## config.mk

```make
export PLATFORM = sky130hd
export DESIGN_NAME = alu_mul_sequencer
export DESIGN_NICKNAME = d
export VERILOG_FILES = /design/src/rtl/alu_mul_sequencer.sv
export SDC_FILE = /design/constraint.sdc
export NUM_CORES = 1
export LEC_CHECK = 0
export BUFFER_PORTS_ARGS = -buffer_cell sky130_fd_sc_hd__clkbuf_2
export CORE_UTILIZATION = 45
export DETAILED_ROUTE_END_ITERATION = 8
export HOLD_SLACK_MARGIN = 0.06
export PLACE_DENSITY = 0.76
export SETUP_SLACK_MARGIN = 0.05
export SLEW_MARGIN = 5
export SYNTH_ARGS = -nofsm -noshare
export SYNTH_HDL_FRONTEND = slang
export SYNTH_SLANG_ARGS = --single-unit
export TNS_END_PERCENT = 30
```

## constraint.sdc

```tcl
create_clock -name clk -period 4.3 [get_ports clk]
set_clock_uncertainty 0.05 [all_clocks]
set_input_delay 0.43 -clock clk [delete_from_list [all_inputs] [get_ports clk]]
set_output_delay 0.43 -clock clk [all_outputs]
set_load 0.02 [all_outputs]
```

## src/rtl/alu_mul_sequencer.sv

```systemverilog
// alu_mul_sequencer: shift-add multiplier (low REG_WIDTH bits of op_a*op_b)
// that borrows the shared ALU's add through a req/gnt handshake.
module alu_mul_sequencer #(
  parameter int REG_WIDTH = 32
) (
  input  logic                 clk,
  input  logic                 reset,
  input  logic                 start,
  input  logic [REG_WIDTH-1:0] op_a,
  input  logic [REG_WIDTH-1:0] op_b,
  output logic                 busy,
  output logic                 done,
  output logic [REG_WIDTH-1:0] product,
  output logic                 alu_req,
  input  logic                 alu_gnt,
  output logic [3:0]           alu_control,
  output logic [REG_WIDTH-1:0] alu_in1,
  output logic [REG_WIDTH-1:0] alu_in2,
  input  logic [REG_WIDTH-1:0] alu_result
);
  localparam int CW = $clog2(REG_WIDTH);
  typedef enum logic [1:0] {IDLE, RUN, DONE} state_t;
  state_t state, state_nx;
  logic [REG_WIDTH-1:0] acc, mcand, mplier;
  logic [CW-1:0] cnt;
  logic step, last;
  assign step = state == RUN && alu_gnt;
  // stop once no multiplier bits remain, or after the final bit position
  assign last = (mplier >> 1) == '0 || cnt == CW'(REG_WIDTH - 1);
  assign busy = state != IDLE;
  assign alu_req = state == RUN;
  assign alu_control = 4'b0010;
  assign alu_in1 = alu_req ? acc : '0;
  assign alu_in2 = alu_req && mplier[0] ? mcand : '0;
  always_ff @(posedge clk or posedge reset)
    if (reset) state <= IDLE;
    else state <= state_nx;
  always_comb begin
    state_nx = state;
    if (state == IDLE && start) state_nx = op_b != '0 ? RUN : DONE;
    if (step && last) state_nx = DONE;
    if (state == DONE) state_nx = IDLE;
  end
  always_ff @(posedge clk or posedge reset)
    if (reset) begin
      acc <= '0;
      mcand <= '0;
      mplier <= '0;
      cnt <= '0;
      product <= '0;
      done <= 1'b0;
    end else begin
      done <= 1'b0;
      if (state == IDLE && start) begin
        acc <= '0;
        mcand <= op_a;
        mplier <= op_b;
        cnt <= '0;
      end
      if (step) begin
        acc <= alu_result;
        mcand <= mcand << 1;
        mplier <= mplier >> 1;
        cnt <= cnt + 1'b1;
      end
      if (state == DONE) begin
        product <= acc;
        done <= 1'b1;
      end
    end
endmodule

```

Yosys cells after proc, flatten, opt, wreduce, memory -nomap -nowiden:

Cells that the tools add are included.

* bits in registers: 136
* input bits: 100
* logic and storage cells: 37
* output and inout bits: 103

* equal/unequal tests: 3
* add/subtract/negate cells: 1
* reductions and logical operators: 11
* muxes and demuxes: 15

Operators by type and width (number)
* $mux W32: 8
* $logic_not A32 Y1: 1
* $reduce_bool A32 Y1: 1
* $mux W5: 2
* $mux W2: 4
* $add A5 B1 Y5 const B: 1
* $eq A5 B5 Y1 const B: 1
* $logic_and A1 B1 Y1: 4
* $reduce_bool A2 Y1: 2
* $reduce_bool A3 Y1: 1
* $eq A2 B1 Y1 const B: 1
* $eq A2 B2 Y1 const B: 1
* $logic_not A2 Y1: 1
* $logic_or A1 B1 Y1: 1
* $mux W1: 1

Longest topological paths before layout:

* depth after elaboration: 5
* gate-level depth with buffers: 8
* gate-level depth less buffers: 5

Worst setup path after synthesis:

No wires, ideal clock.

* path kind: register -> output
* start: register state[0]
* end: output port alu_in2[10]
* buffers on the path: 2
* setup slack: 2564 ps
* arrival: 1256 ps
* stages on the path, launching flop included: 6
* required time: 3820 ps
* cell sequence: dfrtp_1 > inv_2 > nor2_1 > buf_2 > clkbuf_1 > and3_1

* word-level cells in the longest chain between the ends: 3

RTL lines
* from (decl): RTL line 23 `state_t state, state_nx;`
* from (signal assigned): RTL line 37 `else state <= state_nx;`
* $eq A2 B1 Y1: RTL line 31 `assign alu_req = state == RUN;`
* $logic_and A1 B1 Y1: RTL line 34 `assign alu_in2 = alu_req && mplier[0] ? mcand : '0;`
* $mux W32: RTL line 34
* to (decl): RTL line 18 `output logic [REG_WIDTH-1:0] alu_in2,`

No other way between the ends.

Worst setup path in the final report:

* start: register state[0]
* end: output port alu_in2[31]

The elaborated chain is that of the path after synthesis.

==> reports/metrics.csv <==
metric,value,unit
critical setup path kind,flip-flop to output port,
first-pass GRT wire length,23420,um
Fin Hold WS,0.1465,ns
worst relative slew slack,0.2314,
worst setup path startpoint,state[0],
"Reg clk slew, reported paths",0.06,ns
"Warnings, synthesis",0,
number of cell rows,41,
dpl cells,883,
Post-Route Setup TNS,0,ns
Final Wtd Congestion,0.7569,
IO Port Bufs,198,
CP endpoint,alu_in2[31],
Die ar.,0.01375,mm2
Tcrit/Tclk final,0.6628,
DR vias/cell,5.439,
distinct cell type count after synthesis,32,
Hold Buf Count CTS,0,
Mapped Avg Cell Area,10.83,um2
final setup fails,0,
area grow syn2layout,27.40,%
Skew-Pair Late Insertion Delay,0.41,ns
post-layout min period,2.850,ns
P_leak,4.210,nW
maximum VDD drop,0.3132,mV
post-route insts no fill,915,
antenna violations before repair,1,
largest net degree at the start of global routing,99,
Worst setup SP type,flip-flop,
drc violations,0,
Boundary Pins,203,
class of the worst hold path,input port to asynchronous set/reset pin,
Max Fclk,0.3509,GHz
CTS buffer count,17,
Worst Slack Setup Final,1.450,ns
Max Cap Viol,0,
Starting Density,0.4679,
CTS tree,yes,
RSZ-0062 raised after global routing,no,
FF-to-FF End,cnt[2],
remaining antenna violation count after routing,0,
layout cells sized above 1,0.3706,
Root Buffer,clkbuf_16,
1st-iter DRT viols,347,
filler cell count,1085,
sequential area share after synthesis,0.5694,
pre-CTS setup slack,1.656,ns
Max Root-Sink Buffers,2,
reg-to-reg startpoint,state[1],
Vias,4977,
Die Width,117.3,um
router iterations before antenna repair,6,
most frequent cells in the layout,"clkbuf_2, dfrtp_1, nand2_1",
#FFs+latches synth,136,
nets@finish,832,
DR WL/cell,16.29,um
"Max FO, Critical Path",65,
core area,0.01277,mm2
cell depth of the worst flop-to-flop path,5,
Critical Path AT,2.37,ns
Mapped Area,0.005977,mm2
Routed Wire Length,14900,um
post-CTS resize count,0,
Hold Fails Final Rpt,0,
Slew @ Worst Pin,1.150,ns
vias in the first global route,4856,
post-DP HPWL,9868,um
All-Layer GR Usage,0.2264,
H-tree depth,4,
Final Max Tran Viols,0,
Pwr Density,518.2,mW/mm2
"Remaining Overflow, GRT",0,
crit end category,output port,
Sink Count,136,
outcome,finished clean,
"commonest non-fill, non-tap cell in the layout",clkbuf_2,
R2R Setup Slk,1.65,ns
die height,117.3,um
Syn Inst Count,552,
post-CTS setup buffer count,0,
required time worst endpoint,3.82,ns
==> flip-flops by register name, indices dropped and copies added (netlist names) <==
name	cells
cnt	5
mcand	32
mplier	32
product	32
state	2
done	1
acc	32
==> synthesized netlist by cell type, drive strengths merged <==
| cell | count | share of area |
|---|---|---|
| nor4 | 15 | 0.016 |
| mux2 | 32 | 0.060 |
| a221o | 1 | 0.0019 |
| and3b | 1 | 0.0015 |
| ha | 2 | 0.0042 |
| o21bai | 1 | 0.0013 |
| nand3 | 1 | 0.00084 |
| o21ai | 5 | 0.0042 |
| a22o | 36 | 0.053 |
| or2 | 1 | 0.0010 |
| dfrtp | 136 | 0.57 |
| conb | 2 | 0.0013 |
| buf | 27 | 0.028 |
| or3b | 1 | 0.0015 |
| and2 | 32 | 0.033 |
| nand4 | 5 | 0.0052 |
| and3 | 33 | 0.035 |
| inv | 3 | 0.0019 |
| a22oi | 59 | 0.074 |
| nor2b | 1 | 0.0010 |
| nor2 | 11 | 0.0082 |
| nand2 | 120 | 0.075 |
| nor3b | 1 | 0.0031 |
| nand3b | 1 | 0.0013 |
| nor3 | 2 | 0.0017 |
| o22ai | 4 | 0.0042 |
| clkbuf | 19 | 0.012 |
==> through the flow <==
stage,power (mW),area [um2],util
after global routing,4.148,7612,0.5959
after CTS,3.985,7612,0.5959
after floorplan,2.213,5984,-
final,3.946,7615,0.5961
after detailed placement,2.478,7004,0.5483
after global placement,2.436,7004,0.5483
==> how the worst min path moves through the flow <==
stage	from	end	slack [ns]	cells past startpoint
detailed placement	mcand[31]	mcand[31]	0.41	2
floorplan	mcand[31]	mcand[31]	0.39	2
global placement	mcand[31]	mcand[31]	0.40	2
global route	alu_result[25]	acc[25]	0.17	2
CTS	alu_result[29]	acc[29]	0.17	2
finish	reset	product[10]	0.15	2
==> cell families after synthesis <==
logic type / after synthesis / synth area share
muxes: 32 / 0.06029
and+or+nand+nor: 225 / 0.1844
other: 2 / 0.001256
DFF: 136 / 0.5694
buffers and inverters: 49 / 0.04208
adders and majority gates: 2 / 0.004186
AOI/OAI and AO/OA: 106 / 0.1384
==> power breakdown <==
part | total [mW] | switching [mW] | leakage [nW] | internal, mW
combinational | 0.745 | 0.443 | 2.11 | 0.302
clock | 1.49 | 0.532 | 0.298 | 0.960
sequential | 1.71 | 0.205 | 1.80 | 1.50
==> critical path, cell delays in order (launching register included) <==
cell      delay, ns
dfrtp_1        0.49
inv_2          0.10
nor2_4         0.86
and3_1         0.30
clkbuf_2       0.18
==> cell type report <==
| type | count | area, um2 | area share |
|---|---|---|---|
| well taps | 172 | 215.2 | 0.02826 |
| flip-flops and latches | 136 | 3403 | 0.4469 |
| clock buffers | 17 | 425.4 | 0.05587 |
| multi-input cells | 369 | 2341 | 0.3074 |
| clock inverters | 14 | 182.7 | 0.02399 |
| diodes | 1 | 2.502 | 0.0003286 |
| repair buffers | 203 | 1028 | 0.1351 |
| inverters | 3 | 16.27 | 0.002136 |
==> layer usage <==
metal  wire, um  vias up  track usage  part of all wire
li1           -     2313            -                 -
met1       6326     2449       0.2791              0.42
met2       7452      184       0.3741              0.50
met3        744       31      0.05458             0.050
met4        379        0       0.1097             0.025
met5          0        -            0                 0
No activity file was read; power rests on OpenSTA's default activity.
